`src/rtl/mem_port_arbiter.sv`:
```
// mem_port_arbiter: shares one single-port memory between instruction fetch
// (IF) and data access (DM), one transaction at a time.
// Optional build macro ARB_RR_EN: round-robin arbitration on contention.
// Without ARB_RR_EN, DM has fixed priority over IF.
module mem_port_arbiter #(
  parameter int P_DATA_WIDTH = 32,
  parameter int P_ADDR_WIDTH = 10
) (
  input  logic                      i_clk,
  input  logic                      i_rst,
  input  logic                      i_if_req,
  input  logic [P_ADDR_WIDTH-1:0]   i_if_addr,
  input  logic                      i_if_flush,
  output logic                      o_if_gnt,
  output logic                      o_if_rvalid,
  output logic [P_DATA_WIDTH-1:0]   o_if_rdata,
  input  logic                      i_dm_req,
  input  logic                      i_dm_we,
  input  logic [P_ADDR_WIDTH-1:0]   i_dm_addr,
  input  logic [P_DATA_WIDTH-1:0]   i_dm_wdata,
  input  logic [P_DATA_WIDTH/8-1:0] i_dm_be,
  output logic                      o_dm_gnt,
  output logic                      o_dm_rvalid,
  output logic [P_DATA_WIDTH-1:0]   o_dm_rdata,
  output logic                      o_mem_req,
  output logic                      o_mem_we,
  output logic [P_ADDR_WIDTH-1:0]   o_mem_addr,
  output logic [P_DATA_WIDTH-1:0]   o_mem_wdata,
  output logic [P_DATA_WIDTH/8-1:0] o_mem_be,
  input  logic                      i_mem_ready,
  input  logic                      i_mem_rvalid,
  input  logic [P_DATA_WIDTH-1:0]   i_mem_rdata,
  output logic                      o_busy
);

  typedef enum logic [1:0] {IDLE, REQ, RESP} state_t;

  state_t state_reg, state_next;
  logic   owner_dm_reg;   // 1 = current transaction belongs to DM
  logic   drop_reg;       // in-flight fetch response must be discarded
  logic   wr_done_reg;    // write accepted last cycle: pulse DM completion
  logic   dm_first;       // DM wins when both request
  logic   dm_win;
  logic   if_win;
  logic   rd_done;

`ifdef ARB_RR_EN
  logic last_dm_reg;      // 1 = DM was granted most recently

  // Round-robin history: remember who got the last grant.
  always_ff @(posedge i_clk) begin
    if (i_rst) begin
      last_dm_reg <= 1'b0;
    end else if (dm_win) begin
      last_dm_reg <= 1'b1;
    end else if (if_win) begin
      last_dm_reg <= 1'b0;
    end
  end

  assign dm_first = !last_dm_reg;
`else
  assign dm_first = 1'b1;
`endif

  // Next-state and combinational handshake outputs.
  always_comb begin
    state_next  = state_reg;
    dm_win      = 1'b0;
    if_win      = 1'b0;
    rd_done     = 1'b0;
    o_dm_gnt    = 1'b0;
    o_if_gnt    = 1'b0;
    o_if_rvalid = 1'b0;
    o_dm_rvalid = 1'b0;
    o_if_rdata  = '0;
    o_dm_rdata  = '0;
    if (!i_rst) begin
      case (state_reg)
        IDLE: begin
          dm_win = i_dm_req && (!i_if_req || dm_first);
          if_win = i_if_req && !dm_win;
          if (dm_win || if_win) begin
            state_next = REQ;
          end
        end
        REQ: begin
          if (i_mem_ready) begin
            state_next = o_mem_we ? IDLE : RESP;
          end
        end
        RESP: begin
          if (i_mem_rvalid) begin
            rd_done    = 1'b1;
            state_next = IDLE;
          end
        end
        default: state_next = IDLE;
      endcase
      o_dm_gnt    = dm_win;
      o_if_gnt    = if_win;
      // A flush in the very cycle the data returns also kills the response.
      o_if_rvalid = rd_done && !owner_dm_reg && !drop_reg && !i_if_flush;
      o_dm_rvalid = (rd_done && owner_dm_reg) || wr_done_reg;
      o_if_rdata  = o_if_rvalid ? i_mem_rdata : '0;
      o_dm_rdata  = (rd_done && owner_dm_reg) ? i_mem_rdata : '0;
    end
  end

  assign o_mem_req = (state_reg == REQ);
  assign o_busy    = (state_reg != IDLE);

  // State, owner, drop flag and the captured memory command.
  always_ff @(posedge i_clk) begin
    if (i_rst) begin
      state_reg    <= IDLE;
      owner_dm_reg <= 1'b0;
      drop_reg     <= 1'b0;
      wr_done_reg  <= 1'b0;
      o_mem_we     <= 1'b0;
      o_mem_addr   <= '0;
      o_mem_wdata  <= '0;
      o_mem_be     <= '0;
    end else begin
      state_reg   <= state_next;
      wr_done_reg <= (state_reg == REQ) && i_mem_ready && o_mem_we;
      if (dm_win) begin
        owner_dm_reg <= 1'b1;
        o_mem_we     <= i_dm_we;
        o_mem_addr   <= i_dm_addr;
        o_mem_wdata  <= i_dm_wdata;
        o_mem_be     <= i_dm_be;
      end else if (if_win) begin
        // Fetches are always full-word reads.
        owner_dm_reg <= 1'b0;
        o_mem_we     <= 1'b0;
        o_mem_addr   <= i_if_addr;
        o_mem_wdata  <= '0;
        o_mem_be     <= '1;
      end
      if (state_reg == IDLE) begin
        drop_reg <= 1'b0;
      end else if (i_if_flush && !owner_dm_reg) begin
        drop_reg <= 1'b1;
      end
    end
  end

endmodule
```
`config.mk`:
```
export PLATFORM = sky130hd
export DESIGN_NAME = mem_port_arbiter
export DESIGN_NICKNAME = d
export VERILOG_FILES = /design/src/rtl/mem_port_arbiter.sv
export SDC_FILE = /design/constraint.sdc
export NUM_CORES = 1
export LEC_CHECK = 0
export BUFFER_PORTS_ARGS = -buffer_cell sky130_fd_sc_hd__buf_2
export CAP_MARGIN = 20
export CORE_MARGIN = 5
export CORE_UTILIZATION = 35
export DETAILED_ROUTE_END_ITERATION = 12
export PLACE_DENSITY = 0.77
export SKIP_CTS_REPAIR_TIMING = 1
export SYNTH_ARGS = -nofsm -noshare
export SYNTH_HDL_FRONTEND = slang
export SYNTH_SLANG_ARGS = --single-unit
```
`constraint.sdc`:
```
create_clock -name i_clk -period 3.8 [get_ports i_clk]
set_input_delay 0.19 -clock i_clk [delete_from_list [all_inputs] [get_ports i_clk]]
set_output_delay 0.19 -clock i_clk [all_outputs]
set_load 0.005 [all_outputs]
```
==> impl_metrics.toml, run 1 <==
[placed_design]
portBuffers = 212
dp_hpwl_um = 6260
gp_congestion = 0.868
pre_cts_slack_ns = 1.18
dp.cells = 516

[floorplanning]
dieArea_um2 = 8230
core-area_um2 = 6350
die_y_um = 90.7
ios = 213
row_count = 29
fp.dieW_um = 90.7
start_util_pct = 35.9

[synthesis]
synth_edf_count = 0
syn_nets = 347
ys_ff_latch = 52
yosys_warnings = 0
ys_top_cells_by_area = "dfxtp_1 (46%), a22o_1 (17%), and2_1 (8.8%), and3_1 (8.8%), nand2_1 (3.5%)"
syn_avg_cell_area_um2 = 9.08
synth_area_leader_cell = "dfxtp_1"
async_flop_share_pct = 0
syn_area_um2 = 2280
ys_seq_area_share_pct = 45.7
synth_commonest_cells = "dfxtp_1 (52), a22o_1 (43), and2_1 (32), and3_1 (32), nand2_1 (21)"
synth_cell_types = 27
synth_top_cell_area_share_pct = 45.7
yosysMostFrequentCell = "dfxtp_1"
netlist_instances = 251
ys.flop_type = "dfxtp_1"

[final_layout]
seqCellArea_um2 = 1040
largest_reg_flops = 32
reg.largest.list = "o_mem_wdata: 32 flops, o_mem_addr: 10 flops, o_mem_be: 4 flops"
top_register = "o_mem_wdata"
nFillCells = 614
nets = 545
num_antenna_cells = 0
area_delta_synth_final_pct = 51.6
instances_no_fill = 526
drive_gt1_share_pct = 50.1
multi_input_area_um2 = 1130

[drt]
vias_per_cell = 4.85
ant_nets = 0
vias = 2552
first_pass_iters = 6
drt_iter0_drc = 62
drc_errors = 0
wirelength_um = 7910
post_drt_wl_per_cell_um = 15.0

[sta]
hold_violations = 0
slew-limit-headroom_pct = 41.4
fin_skew_ns = 0.00884
totalNegativeSetupSlack_ns = 0
fmax_ghz = 0.420
setup_slack_ns = 1.42
slew_violations = 0
fin_crit_sh_pct = 62.6
tightest_slew_ns = 0.878
whs_ns = 0.107
rsz0062_at_grt = "no"
post-route-min-period_ns = 2.38
setup_viol = 0

[clock_network]
numCtsBuffers = 5
clk_path_buf_depth = 2
clk_latency_ns = 0.29
path_clk_slew_ns = 0.09
clock-root-buffer = "clkbuf_8"
cts_max_level = 2
cts_tree = "done"
cts_sinks = 52

[global_routing]
grt-ovfl-total = 0
grt_pass1_wl_um = 12000
antenna_found_initial = 0
grt.total_usage_pct = 17.4
grt_max_degree = 45
first_global_vias = 2401

[worst_setup_path]
endpoint_kind = "output port"
slowest_delay_ns = 0.60
critPathRequiredTime_ns = 3.61
worst_setup_path_start_kind = "flop"
cp.arrival_ns = 2.19
path_max_fanout = 34
cp_slowest_cell = "and4bb_2"
path_class = "reg2out"
r2r_cells = 3
critical_path.cell_chain = "and4bb_2, nor4b_4, buf_6, and2_1, buf_2"

[power_and_ir_drop]
swShare_pct = 26.0
vdd.ir_drop.worst_uv = 242
powerDensity_nw_per_um2 = 320
pwr-share-clk_pct = 26.0
combPwrFrac_pct = 18.3
power.leakage_uw = 0.00207
p_sw_uw = 288
power.internal_uw = 817
pwr-share-seq_pct = 55.7

[run]
drv_cap = 0

[hold_path]
hp-class = "in2reg"
holdPathStages = 2

[outcome]
status = "completed"
-- layout by cell type (no fill, tap or decap), drive strengths merged --
cell       n
nor4b      1
a31oi      1
and3b      1
nor3b      1
clkbuf     7
a21o       1
clkinv     1
nand3      1
or3b       1
a21oi      6
and3      32
nor3       7
nand2     21
inv        4
and2      32
a2111oi    1
buf      214
or2        1
and4bb     1
o21ai     11
nor2b      1
dfxtp     52
nor2       8
a22o      43
-- critical path, delay by kind of cell, from the launching register on --
family / cells / cell delay [ns]
buffers and inverters: 2 / 0.36
DFF: 1 / 0.44
and+or+nand+nor: 3 / 1.10
-- path summary, 6_finish.rpt --
kind / start / endpoint / slack [ns]
setup / recovery: state_reg[1] / o_if_rdata[20] / 1.42
hold / removal: i_dm_wdata[12] / o_mem_wdata[12] / 0.11
setup reg to reg: state_reg[0] / o_mem_wdata[27] / 1.96
hold reg to reg: o_mem_addr[8] / o_mem_addr[8] / 0.48
-- area by class of cell --
type	count	area share (%)
Clock buffer	6	2.10
Clock inverter	1	0.145
Sequential cell	52	30.1
Timing Repair Buffer	215	31.8
Tap cell	77	2.79
Multi-Input combinational cell	171	32.6
Inverter	4	0.434
-- power by group through the flow --
stage / Clock [µW] / Sequential, µW / Combinational (µW)
floorplan: 0 / 623 / 92.3
global placement: 0 / 627 / 194
detailed placement: 0 / 627 / 199
CTS: 299 / 616 / 199
global route: 313 / 622 / 222
finish: 287 / 616 / 202
-- cells by family after synthesis --
group / share of synthesized area (%)
buf+inv: 5.27
simple gates: 27.7
compound gates: 21.4
flops: 45.7
-- routing by layer --
metal,vias to the layer above,part of all wire [%],GRT usage [%]
li1,1279,-,-
met1,1147,37,18.7
met2,124,52,32.7
met3,2,11,6.08
met4,0,0.34,3.35
met5,-,0,0
-- stage by stage --
step / utilization (%) / area, µm² / total power, µW
final: 54.4 / 3460 / 1100
after global routing: 54.4 / 3460 / 1160
after CTS: 53.8 / 3420 / 1110
after detailed placement: 52.6 / 3340 / 826
after global placement: 52.6 / 3340 / 821
after floorplan: - / 2280 / 715
No activity file was read; power rests on OpenSTA's default activity.
==> run 2, diff against run 1 <==
- ABC_AREA: not set -> 1
- clock period: 3.8 -> 2.15 ns (I/O delays scaled with it)
==> impl_metrics.toml, run 2 <==
[outcome]
status = "completed"

[synthesis]
netlist_instances = 399
ys_seq_area_share_pct = 40.7
yosys_warnings = 0
ys_top_cells_by_area = "dfxtp_1 (41%), nand2_1 (16%), nor2_1 (8.1%), inv_1 (7.9%), nor3_1 (6.9%)"
syn_avg_cell_area_um2 = 6.41
synth_top_cell_area_share_pct = 40.7
synth_commonest_cells = "nand2_1 (107), nor2_1 (55), inv_1 (54)"
ys.flop_type = "dfxtp_1"
synth_area_leader_cell = "dfxtp_1"
yosysMostFrequentCell = "nand2_1"
syn_area_um2 = 2560
ys_ff_latch = 52
async_flop_share_pct = 0
syn_nets = 495
synth_edf_count = 0
synth_cell_types = 21

[power_and_ir_drop]
swShare_pct = 32.0
powerDensity_nw_per_um2 = 622
pwr-share-seq_pct = 48.2
p_sw_uw = 744
pwr-share-clk_pct = 25.8
p_total_uw = 2320
combPwrFrac_pct = 25.9
power.internal_uw = 1580
vdd.ir_drop.worst_uv = 562
power.leakage_uw = 0.00222

[sta]
rsz0062_at_grt = "no"
fin_crit_sh_pct = 85.4
setup_slack_ns = 0.314
slew-limit-headroom_pct = 62.3
hold_violations = 0
totalNegativeSetupSlack_ns = 0
fmax_ghz = 0.545
tightest_slew_ns = 0.564
slew_violations = 0
post-route-min-period_ns = 1.84
fin_skew_ns = 0.00816
setup_viol = 0

[worst_setup_path]
cp_slowest_cell = "dfxtp_1"
path_max_fanout = 33
critPathRequiredTime_ns = 2.04
endpoint_kind = "output port"
path_class = "reg2out"
critical_path.cell_chain = "inv_1, nor3_2, inv_2, nor3_1, buf_2"
slowest_delay_ns = 0.41
worst_setup_path_start_kind = "flop"
cp.arrival_ns = 1.73

[clock_network]
cts_max_level = 2
path_clk_slew_ns = 0.09
cts_sinks = 52
numCtsBuffers = 5
clk_path_buf_depth = 2
cts_tree = "done"
clock-root-buffer = "clkbuf_8"
clk_latency_ns = 0.30

[floorplanning]
start_util_pct = 35.6
dieArea_um2 = 9110
core-area_um2 = 7180
row_count = 31
ios = 213
die_y_um = 95.5
fp.dieW_um = 95.5

[global_routing]
grt.total_usage_pct = 18.5
grt-ovfl-total = 0
grt_pass1_wl_um = 13300
grt_max_degree = 35
first_global_vias = 2878
antenna_found_initial = 0

[final_layout]
layout_common_cells = "buf_2 (212), nand2_1 (107), nor2_1 (55)"
num_antenna_cells = 0
nets = 695
largest_reg_flops = 32
nFillCells = 708
area_delta_synth_final_pct = 46.3
final_cell_area_um2 = 3740
drive_gt1_share_pct = 39.5
top_register = "o_mem_wdata"
layout_commonest_cell = "buf_2"
reg.largest.list = "o_mem_wdata: 32 flops, o_mem_addr: 10 flops, o_mem_be: 4 flops"

[hold_path]
hp-class = "in2reg"

[drt]
vias_per_cell = 4.51
first_pass_iters = 4
drc_errors = 0
vias = 3153
wirelength_um = 9130
drt_iter0_drc = 72
post_drt_wl_per_cell_um = 13.1
ant_nets = 0

[placed_design]
postPlaceCellArea_um2 = 3640
dp_hpwl_um = 7340
portBuffers = 212
pre_cts_slack_ns = 0.552
gp_congestion = 0.745

[run]
drv_cap = 0
run 2: cell count changes in the layout (fill, tap and decap cells not counted), sizes merged, moves of 29 or more:
cell / change
a22o: -43
and2: -32
and3: -32
inv: +55
nand2: +88
nor2: +49
nor3: +29
run 2: cell families (layout without fill, tap and decap cells):
kind of cell,Yosys count,in the layout,share of synthesized area (%)
flip-flops,52,52,40.7
buffers and inverters,83,284,14.4
AND/OR/NAND/NOR,222,222,36.6
AO/OA/AOI/OAI,42,42,8.22
run 2: final timing paths:
check	startpoint	end	slack, ns	cells after the start
min	i_dm_we	o_mem_we	0.009	3
min reg2reg	o_mem_wdata[28]	o_mem_wdata[28]	0.47	2
max	state_reg[1]	o_if_rdata[1]	0.31	5
max reg2reg	state_reg[0]	o_mem_be[1]	0.55	6
run 2: per-stage QoR:
stage / instances / utilization (%) / hold slack, ns
after floorplan: 399 / - / 0.220
after global placement: 691 / 50.7 / 0.312
after detailed placement: 691 / 50.7 / 0.321
after CTS: 699 / 52.1 / 0.00206
after global routing: 699 / 52.1 / 0.0225
final: 699 / 52.1 / 0.00857
run 2: layout make-up:
type / count / area, µm² / share of cell area, %
multi-input combinational: 264 / 1150 / 30.7
inverter: 57 / 214 / 5.72
clock buffer: 6 / 82.6 / 2.21
tap: 99 / 124 / 3.31
timing repair buffer: 219 / 1110 / 29.8
clock inverter: 2 / 17.5 / 0.469
sequential: 52 / 1040 / 27.8
run 2: metal layers:
metal / share of wire (%) / vias up / global-route usage [%] / routed length, µm
met2: 48 / 156 / 34.1 / 4410
met1: 37 / 1368 / 18.8 / 3340
met5: 0 / - / 0 / 0
met3: 13 / 10 / 7.50 / 1220
met4: 1.7 / 0 / 6.40 / 159
li1: - / 1619 / - / -
run 2: critical path, delay by kind of cell, from the launching register on:
| family | cells | cell delay [ns] |
|---|---|---|
| buffers and inverters | 3 | 0.52 |
| AND/OR/NAND/NOR | 2 | 0.50 |
| flip-flops | 1 | 0.41 |
run 2: power by group through the flow:
stage	Clock [µW]	Combinational, µW	Sequential (µW)
final	601	602	1120
after global routing	661	679	1130
after CTS	616	613	1120
after detailed placement	0	611	1140
after global placement	0	596	1140
after floorplan	0	345	1150
==> run 3, diff against run 2 <==
- PLACE_DENSITY: 0.77 -> 0.8
==> impl_metrics.toml, run 3 (synthesized netlist as in run 2, its figures left out) <==
[sta]
whs_ns = 0.0219
fin_skew_ns = 0.0121
tightest_slew_ns = 0.677
fin_crit_sh_pct = 85.4
rsz0062_at_grt = "no"
setup_viol = 0
totalNegativeSetupSlack_ns = 0
slew-limit-headroom_pct = 54.7
post-route-min-period_ns = 1.84
slew_violations = 0
hold_violations = 0
fmax_ghz = 0.545

[clock_network]
path_clk_slew_ns = 0.10
cts_max_level = 2
cts_sinks = 52
clock-root-buffer = "clkbuf_8"
numCtsBuffers = 5
cts_tree = "done"
clk_latency_ns = 0.30
clk_path_buf_depth = 2

[final_layout]
layout_commonest_cell = "buf_2"
area_delta_synth_final_pct = 45.6
reg.largest.list = "o_mem_wdata: 32 flops, o_mem_addr: 10 flops, o_mem_be: 4 flops"
num_antenna_cells = 0
top_register = "o_mem_wdata"
largest_reg_flops = 32
drive_gt1_share_pct = 39.4
layout_common_cells = "buf_2 (212), nand2_1 (107), nor2_1 (55)"
nets = 694

[drt]
first_pass_iters = 4
ant_nets = 0
drt_iter0_drc = 93
vias = 3143
wirelength_um = 8810
drc_errors = 0
post_drt_wl_per_cell_um = 12.6
vias_per_cell = 4.50

[power_and_ir_drop]
p_sw_uw = 740
pwr-share-seq_pct = 49.3
power.internal_uw = 1540
combPwrFrac_pct = 26.0
pwr-share-clk_pct = 24.7
powerDensity_nw_per_um2 = 612
vdd.ir_drop.worst_uv = 402
swShare_pct = 32.5
power.leakage_uw = 0.00221

[outcome]
status = "completed"

[worst_setup_path]
cp.arrival_ns = 1.73
r2r_cells = 6
r2r_start = "state_reg[0]"
path_max_fanout = 33
critPathRequiredTime_ns = 2.04
crit_start = "state_reg[1]"
endpoint_kind = "output port"
path_class = "reg2out"
worst_setup_path_start_kind = "flop"

[run]
drv_cap = 0

[hold_path]
hp-class = "in2reg"
worstHoldStart = "i_dm_we"
holdPathStages = 3

[placed_design]
dp_hpwl_um = 7060
gp_congestion = 0.711
portBuffers = 212

[global_routing]
grt.total_usage_pct = 18.0
antenna_found_initial = 0
grt_max_degree = 37
first_global_vias = 2881
grt_pass1_wl_um = 13100
grt-ovfl-total = 0

[floorplanning]
fp.dieW_um = 95.5
ios = 213
die_y_um = 95.5
row_count = 31
dieArea_um2 = 9110
start_util_pct = 35.6
core-area_um2 = 7180
[run 3: critical path, stage by stage, from the launching register on]
cell	delay, ns
dfxtp_1	0.41
inv_1	0.10
nor3_2	0.23
inv_2	0.25
nor3_1	0.27
buf_2	0.16
[run 3: power groups by stage]
stage          Clock, µW  Sequential (µW)  Combinational (µW)
4_1_cts              582             1130                 601
3_3_place_gp           0             1140                 584
6_report             562             1120                 593
3_5_place_dp           0             1150                 600
5_1_grt              619             1140                 673
2_1_floorplan          0             1150                 345
[run 3: layout make-up]
type                    count  area, µm²
flip-flops and latches     52       1040
clock buffers               5       68.8
inverters                  57        214
repair buffers            218       1110
multi-input cells         264       1150
fillers                   726       3450
well taps                  99        124
clock inverters             3       22.5
[run 3: final timing paths]
| check | end | slack, ns |
|---|---|---|
| max reg2reg | o_mem_addr[8] | 0.55 |
| max | o_if_rdata[2] | 0.31 |
| min reg2reg | o_mem_wdata[26] | 0.47 |
| min | o_mem_we | 0.02 |
[run 3: layer usage]
metal  up-vias  GRT usage, %  share of wire [%]
li1       1614             -                  -
met1      1370          17.9                 36
met2       150          33.6                 48
met3         9          7.89                 14
met4         0          5.33                1.5
met5         -             0                  0
[run 3: stage by stage]
stage,utilization [%],total power (µW),instances,instance area [µm²],setup WS (ns)
4_1_cts,51.9,2310,698,3720,0.296
3_3_place_gp,50.6,1730,690,3630,0.632
3_5_place_dp,50.6,1750,690,3630,0.558
6_report,51.9,2280,698,3720,0.314
5_1_grt,51.9,2430,698,3720,0.179
2_1_floorplan,-,1490,399,2560,0.950
